===== config.mk =====
export PLATFORM = sky130hd
export DESIGN_NAME = clk_div_monitor
export DESIGN_NICKNAME = d
export VERILOG_FILES = /design/src/rtl/clk_div_monitor.sv
export SDC_FILE = /design/constraint.sdc
export NUM_CORES = 1
export LEC_CHECK = 0
export ABC_AREA = 1
export CORE_MARGIN = 4
export CORE_UTILIZATION = 35
export CTS_CLUSTER_DIAMETER = 40
export DETAILED_ROUTE_END_ITERATION = 16
export GPL_TIMING_DRIVEN = 0
export PLACE_DENSITY = 0.5
export SLEW_MARGIN = 25
export SYNTH_ARGS = -nofsm -noshare
export SYNTH_HDL_FRONTEND = slang
export SYNTH_SLANG_ARGS = --single-unit

===== constraint.sdc =====
create_clock -name clk_in -period 5.7 [get_ports clk_in]
set_clock_uncertainty 0.05 [all_clocks]
set_input_delay 1.14 -clock clk_in [delete_from_list [all_inputs] [get_ports clk_in]]
set_output_delay 1.14 -clock clk_in [all_outputs]
set_load 0.005 [all_outputs]

===== src/rtl/clk_div_monitor.sv =====
// Shape monitor for a divided clock: measures period and high time of clk_div at
// half-cycle resolution of clk_in, tracks lock and keeps sticky error flags.
module clk_div_monitor #(
  parameter int PERIOD_HALF   = 9,
  parameter int HIGH_MIN_HALF = 4,
  parameter int HIGH_MAX_HALF = 5,
  parameter int LOCK_COUNT    = 4,
  parameter int CNT_W         = 8
) (
  input  logic             clk_in,
  input  logic             rst_n,
  input  logic             clk_div,
  input  logic             en,
  input  logic             clr_err,
  output logic             locked,
  output logic             period_err,
  output logic             high_err,
  output logic             timeout_err,
  output logic             meas_valid,
  output logic [CNT_W-1:0] last_period,
  output logic [CNT_W-1:0] last_high
);

  typedef enum logic [1:0] {
    IDLE,
    ACQUIRE,
    CHECK,
    LOCKED
  } state_t;

  localparam int                GOOD_W      = $clog2(LOCK_COUNT + 1);
  localparam logic [CNT_W-1:0]  PERIOD_VAL  = CNT_W'(PERIOD_HALF);
  localparam logic [CNT_W-1:0]  HIGH_MIN    = CNT_W'(HIGH_MIN_HALF);
  localparam logic [CNT_W-1:0]  HIGH_MAX    = CNT_W'(HIGH_MAX_HALF);
  localparam logic [CNT_W-1:0]  TIMEOUT_VAL = CNT_W'(2 * PERIOD_HALF);
  localparam logic [GOOD_W-1:0] LOCK_LAST   = GOOD_W'(LOCK_COUNT - 1);
  localparam logic [GOOD_W-1:0] LOCK_FULL   = GOOD_W'(LOCK_COUNT);

  state_t             state_reg, state_next;
  logic               s_n_reg;
  logic               pair_a_reg, pair_b_reg, prev_reg;
  logic [CNT_W-1:0]   per_cnt_reg, per_cnt_next;
  logic [CNT_W-1:0]   high_cnt_reg, high_cnt_next;
  logic [GOOD_W-1:0]  good_cnt_reg, good_cnt_next;
  logic               locked_reg, locked_next;
  logic               period_err_reg, period_err_next;
  logic               high_err_reg, high_err_next;
  logic               timeout_err_reg, timeout_err_next;
  logic               meas_valid_reg, meas_valid_next;
  logic [CNT_W-1:0]   last_period_reg, last_period_next;
  logic [CNT_W-1:0]   last_high_reg, last_high_next;

  logic               rise_a, rise_b, rise;
  logic [CNT_W-1:0]   acc_per, acc_high, meas_period, meas_high, rst_per, rst_high;
  logic               timeout, period_ok, high_ok;
  logic               new_period_err, new_high_err, new_timeout_err;

  function automatic logic [CNT_W-1:0] sat_add(input logic [CNT_W-1:0] base,
                                               input logic [1:0]       inc);
    logic [CNT_W:0] sum;
    sum = {1'b0, base} + {{(CNT_W-1){1'b0}}, inc};
    return sum[CNT_W] ? {CNT_W{1'b1}} : sum[CNT_W-1:0];
  endfunction

  // Falling-edge half of the sample pair.
  always_ff @(negedge clk_in or negedge rst_n) begin
    if (!rst_n) begin
      s_n_reg <= 1'b0;
    end else begin
      s_n_reg <= clk_div;
    end
  end

  always_ff @(posedge clk_in or negedge rst_n) begin
    if (!rst_n) begin
      pair_a_reg <= 1'b0;
      pair_b_reg <= 1'b0;
      prev_reg   <= 1'b0;
    end else begin
      pair_a_reg <= s_n_reg;
      pair_b_reg <= clk_div;
      prev_reg   <= pair_b_reg;
    end
  end

  // Pair is evaluated a then b; a rising edge on a excludes one on b.
  always_comb begin
    rise_a   = ~prev_reg & pair_a_reg;
    rise_b   = ~pair_a_reg & pair_b_reg;
    rise     = rise_a | rise_b;
    acc_per  = sat_add(per_cnt_reg, 2'd2);
    acc_high = sat_add(high_cnt_reg, 2'(pair_a_reg) + 2'(pair_b_reg));
    if (rise_a) begin
      meas_period = per_cnt_reg;
      meas_high   = high_cnt_reg;
      rst_per     = CNT_W'(2);
      rst_high    = pair_b_reg ? CNT_W'(2) : CNT_W'(1);
    end else begin
      meas_period = sat_add(per_cnt_reg, 2'd1);
      meas_high   = sat_add(high_cnt_reg, 2'(pair_a_reg));
      rst_per     = CNT_W'(1);
      rst_high    = CNT_W'(1);
    end
    timeout   = ~rise & (acc_per >= TIMEOUT_VAL);
    period_ok = (meas_period == PERIOD_VAL);
    high_ok   = (meas_high >= HIGH_MIN) && (meas_high <= HIGH_MAX);
  end

  always_ff @(posedge clk_in or negedge rst_n) begin
    if (!rst_n) begin
      state_reg <= IDLE;
    end else begin
      state_reg <= state_next;
    end
  end

  always_comb begin
    state_next       = state_reg;
    per_cnt_next     = per_cnt_reg;
    high_cnt_next    = high_cnt_reg;
    good_cnt_next    = good_cnt_reg;
    locked_next      = locked_reg;
    meas_valid_next  = 1'b0;
    last_period_next = last_period_reg;
    last_high_next   = last_high_reg;
    new_period_err   = 1'b0;
    new_high_err     = 1'b0;
    new_timeout_err  = 1'b0;

    if (!en) begin
      state_next    = IDLE;
      per_cnt_next  = '0;
      high_cnt_next = '0;
      good_cnt_next = '0;
      locked_next   = 1'b0;
    end else begin
      case (state_reg)
        IDLE: begin
          state_next = ACQUIRE;
        end
        ACQUIRE: begin
          if (rise) begin
            state_next    = CHECK;
            per_cnt_next  = rst_per;
            high_cnt_next = rst_high;
          end else if (timeout) begin
            new_timeout_err = 1'b1;
            per_cnt_next    = '0;
            high_cnt_next   = '0;
          end else begin
            per_cnt_next  = acc_per;
            high_cnt_next = acc_high;
          end
        end
        CHECK, LOCKED: begin
          if (rise) begin
            per_cnt_next     = rst_per;
            high_cnt_next    = rst_high;
            meas_valid_next  = 1'b1;
            last_period_next = meas_period;
            last_high_next   = meas_high;
            if (period_ok && high_ok) begin
              if (state_reg == CHECK) begin
                if (good_cnt_reg == LOCK_LAST) begin
                  state_next    = LOCKED;
                  locked_next   = 1'b1;
                  good_cnt_next = LOCK_FULL;
                end else begin
                  good_cnt_next = good_cnt_reg + GOOD_W'(1);
                end
              end
            end else begin
              new_period_err = ~period_ok;
              new_high_err   = ~high_ok;
              good_cnt_next  = '0;
              locked_next    = 1'b0;
              state_next     = CHECK;
            end
          end else if (timeout) begin
            new_timeout_err = 1'b1;
            locked_next     = 1'b0;
            good_cnt_next   = '0;
            per_cnt_next    = '0;
            high_cnt_next   = '0;
            state_next      = ACQUIRE;
          end else begin
            per_cnt_next  = acc_per;
            high_cnt_next = acc_high;
          end
        end
        default: begin
          state_next = IDLE;
        end
      endcase
    end

    // A new error in the same cycle as clr_err keeps the flag set.
    period_err_next  = (period_err_reg & ~clr_err) | new_period_err;
    high_err_next    = (high_err_reg & ~clr_err) | new_high_err;
    timeout_err_next = (timeout_err_reg & ~clr_err) | new_timeout_err;
  end

  always_ff @(posedge clk_in or negedge rst_n) begin
    if (!rst_n) begin
      per_cnt_reg     <= '0;
      high_cnt_reg    <= '0;
      good_cnt_reg    <= '0;
      locked_reg      <= 1'b0;
      period_err_reg  <= 1'b0;
      high_err_reg    <= 1'b0;
      timeout_err_reg <= 1'b0;
      meas_valid_reg  <= 1'b0;
      last_period_reg <= '0;
      last_high_reg   <= '0;
    end else begin
      per_cnt_reg     <= per_cnt_next;
      high_cnt_reg    <= high_cnt_next;
      good_cnt_reg    <= good_cnt_next;
      locked_reg      <= locked_next;
      period_err_reg  <= period_err_next;
      high_err_reg    <= high_err_next;
      timeout_err_reg <= timeout_err_next;
      meas_valid_reg  <= meas_valid_next;
      last_period_reg <= last_period_next;
      last_high_reg   <= last_high_next;
    end
  end

  assign locked      = locked_reg;
  assign period_err  = period_err_reg;
  assign high_err    = high_err_reg;
  assign timeout_err = timeout_err_reg;
  assign meas_valid  = meas_valid_reg;
  assign last_period = last_period_reg;
  assign last_high   = last_high_reg;

endmodule


Word-level counts from Yosys, hierarchy flattened
Cells that the tools add are included.
Widths: inputs -> output; s select.

storage, ports and cells
  register bits after elaboration = 46
  input bits = 5
  output and inout bits = 21
  logic and storage cells = 117

operators by class
  add/sub/neg operators = 6
  magnitude comparators = 3
  equal/unequal tests = 14
  multiplexer cells = 54
  bitwise logic cells = 16
  reductions and logical operators = 9

operators by type and width
  cell                 number
  $mux 8               14
  $mux 1               22
  $mux 3               7
  $mux 2               10
  $ne 5x5->1 const B   2
  $add 8x1->9          1
  $add 8x1->9 const B  1
  $add 8x2->9          1
  $add 8x2->9 const B  1
  $eq 8x4->1 const B   1
  $ge 8x3->1 const B   1
  $ge 8x5->1 const B   1
  $le 8x3->1 const B   1
  $ne 4x3->1 const B   2
  $reduce_and 4->1     2
  $and 1x1->1          6
  $not 1->1            6
  $pmux 2 s3           1
  $reduce_and 3->1     2
  $eq 2x2->1 const B   2
  $ne 4x4->1 const B   1
  $or 1x1->1           4
  $add 3x1->3 const B  1
  $eq 3x2->1 const B   1
  other kinds (10)     11

Depth between registers and ports, before layout
Gate-level depths: netlist of run 1.

  depth in word-level cells = 11
  depth in mapped cells = 17

==> results.sh, run 1 <==
export IMPL_status="completed"
export IMPL_arrival_ns=1.55
export IMPL_grt_usage_pct=14.6
export IMPL_grt_pass1_wl_mm=11.4
export IMPL_cts_buffers=5
export IMPL_crit_path_end_kind="register"
export IMPL_tightest_slew_ns=0.593
export IMPL_final_common_cell="nand2_1"
export IMPL_postSynth_asyncResetShare_pct=100
export IMPL_hp_start="pair_b_reg"
export IMPL_cts_tree="done"
export IMPL_place_area_mm2=0.00314
export IMPL_fillers=787
export IMPL_cpMaxStageDelayCell="clkdlybuf4s50_1"
export IMPL_min_to="prev_reg"
export IMPL_cts_root_buffer="clkbuf_8"
export IMPL_syn_num_nets=378
export IMPL_gp_congestion=0.839
export IMPL_avgViaCountPerCell=4.85
export IMPL_crit_buf_inv=1
export IMPL_syn2layout_area_growth_pct=17.0
export IMPL_ant_nets=0
export IMPL_switching_share_pct=30.0
export IMPL_power_density_mw_per_mm2=264
export IMPL_timing_final_ws_setup_ns=1.40
export IMPL_power_leakage_nw=1.45
export IMPL_die_h_um=96.9
export IMPL_start_kind="input pin"
export IMPL_drive_gt1_share_pct=10.1
export IMPL_finalInstanceArea_mm2=0.00324
export IMPL_max_stage_delay_ns=0.41
export IMPL_die_area_mm2=0.00939
export IMPL_dp_slack_ns=1.08
export IMPL_mostFrequentLayoutCells="94 x nand2_1, 50 x inv_1, 45 x dfrtp_1"
export IMPL_cts_resized=0
export IMPL_slew_headroom_pct=60.4
export IMPL_critPathKind="in -> reg"
export IMPL_clk_pin_slew_ns=0.09
export IMPL_ctsLongestPathBuffers=2
export IMPL_first_global_vias=2379
export IMPL_yosys_most_used_dff="dfrtp_1"
export IMPL_internal_power_uw=597
export IMPL_peakVddDrop_mv=0.104
export IMPL_p_sw_uw=256
export IMPL_ys_ff_latch=46
export IMPL_syn_area_mm2=0.00277
export IMPL_holdPathStages=0
export IMPL_ctsHoldBuffers=0
export IMPL_yosysTopAreaCell="dfrtp_1"
export IMPL_yosys_warnings=0
export IMPL_cts_sinks=46
export IMPL_htree_num_levels=2
export IMPL_io_pins=26
export IMPL_postCtsSetupBuffers=0
export IMPL_comb_power_share_pct=27.5
export IMPL_synth_top_cell_area_share_pct=40.7
export IMPL_grt_max_degree=47
export IMPL_dp_cells=492
export IMPL_rsz0062_at_grt="no"
export IMPL_die_x_um=96.9
export IMPL_syn_inst=365
export IMPL_core_mm2=0.00769
export IMPL_finalSetupViolations=0
export IMPL_rr_worst_depth=0
export IMPL_layout_cells_non_filler=500
export IMPL_post_dp_hpwl_mm=5.09
export IMPL_max_cap_violations=0
export IMPL_p_clk_share_pct=24.4
export IMPL_hold_violations=0
export IMPL_worst_ep_required_time_ns=2.95
export IMPL_drtPass1Iterations=4
export IMPL_ys_seq_area_share_pct=41.6
export IMPL_critPathMaxFanout=2
export IMPL_globalRouteOverflowTotal=0
export IMPL_drt_wirelength_per_cell_um=13.1
export IMPL_synth_edf_count=0
export IMPL_path_cells="clkdlybuf4s50_1"
export IMPL_rrSetupSlack_ns=2.36
export IMPL_dr_total_vias=2424
export IMPL_cpLargestDelayFamily="buffers and inverters"
export IMPL_num_rows=32
export IMPL_totalWireLength_mm=6.54
export IMPL_final_max_slew_viol_count=0
export IMPL_syn_area_per_cell_um2=7.58
export IMPL_antenna_found_initial=0
export IMPL_yosys_top_cells_area="dfrtp_1 41%, nand2_1 13%, inv_1 6.8%"
export IMPL_n_antenna_cell=0
export IMPL_io_buffers=25
export IMPL_reg2reg_from="s_n_reg"
export IMPL_clk_latency_ns=0.30
export IMPL_drcViolationCount=0
export IMPL_r2r_end="pair_a_reg"
export IMPL_initialDrtViolationCount=98
export IMPL_fin_nets=410
export IMPL_start_util_pct=36.0
export IMPL_worstHoldPathType="reg -> reg"
export IMPL_synth_cell_types=38
export IMPL_share_seq_of_total_power_pct=48.1
how the worst max path moves through the flow:
stage               slack (ns)     from  depth (start not counted)       to
finish                    1.40  clk_div                          1  s_n_reg
floorplan                 1.52  clk_div                          0  s_n_reg
global route              1.39  clk_div                          1  s_n_reg
global placement         -0.69    rst_n                          1  s_n_reg
CTS                       1.40  clk_div                          1  s_n_reg
detailed placement        1.08  clk_div                          1  s_n_reg
per-stage QoR:
step           hold WS (ns)  utilization (%)  setup TNS (ns)  power, mW
3_3_place_gp          0.387             40.9          -0.693      0.655
6_report              0.419             42.1               0      0.853
3_5_place_dp          0.394             40.9               0      0.656
5_1_grt               0.433             42.1               0      0.918
4_1_cts               0.417             42.1               0      0.875
2_1_floorplan         0.365                -               0      0.529
metal layers:
layer / vias to the layer above / wire length, µm / part of all wire, % / global-route usage [%]
li1: 1253 / - / - / -
met1: 1126 / 3400 / 52 / 20.3
met2: 37 / 2810 / 43 / 22.9
met3: 8 / 216 / 3.3 / 2.88
met4: 0 / 105 / 1.6 / 4.32
met5: - / 0 / 0 / 0
logic make-up after synthesis:
| family | after synthesis | synth area share (%) |
|---|---|---|
| simple gates | 185 | 31.0 |
| buf+inv | 61 | 8.73 |
| compound gates | 60 | 12.9 |
| flops | 46 | 41.6 |
| fa+ha+maj | 8 | 3.89 |
| xor+xnor | 5 | 1.85 |
area by class of cell:
cell class | instances | area, µm² | share of cell area, %
multi-input combinational | 258 | 1370 | 42.5
sequential | 46 | 1150 | 35.6
timing repair buffer | 25 | 248 | 7.66
inverter | 55 | 206 | 6.38
tap | 102 | 128 | 3.94
clock buffer | 5 | 68.8 | 2.13
buffer | 6 | 35.0 | 1.08
clock inverter | 3 | 25.0 | 0.773
power groups by stage:
stage	Combinational [mW]	Sequential, mW	Clock, mW
finish	0.235	0.410	0.208
global route	0.266	0.418	0.234
CTS	0.240	0.411	0.224
detailed placement	0.239	0.417	0
global placement	0.237	0.417	0
floorplan	0.111	0.418	0
synth_stat cells (5+ instances only):
library cell / instances
nand4_1: 11
inv_2: 5
nand3_1: 21
nor2_1: 35
o22ai_1: 12
ha_1: 7
nand2_1: 94
a21oi_1: 6
dfrtp_1: 45
o21ai_0: 25
inv_1: 50
o21a_1: 6
nor2_2: 6
Power figures use the tool's default switching activity.
==> run 2, diff against run 1 <==
==> constraint.sdc (replaced) <==
create_clock -name clk_in -period 4.2 [get_ports clk_in]
set_clock_uncertainty 0.05 [all_clocks]
set_input_delay 0.84 -clock clk_in [delete_from_list [all_inputs] [get_ports clk_in]]
set_output_delay 0.84 -clock clk_in [all_outputs]
set_load 0.005 [all_outputs]
==> results of run 2 <==
The final DEF is identical to that of run 1. Status: completed.
Among the figures that moved: setup slack after placement 1.08 ns -> 0.627 ns; setup slack after layout 1.40 ns -> 0.946 ns; register-to-register setup slack 2.36 ns -> 1.61 ns; total power 0.853 mW -> 1.16 mW; worst IR drop on VDD 0.104 mV -> 0.141 mV
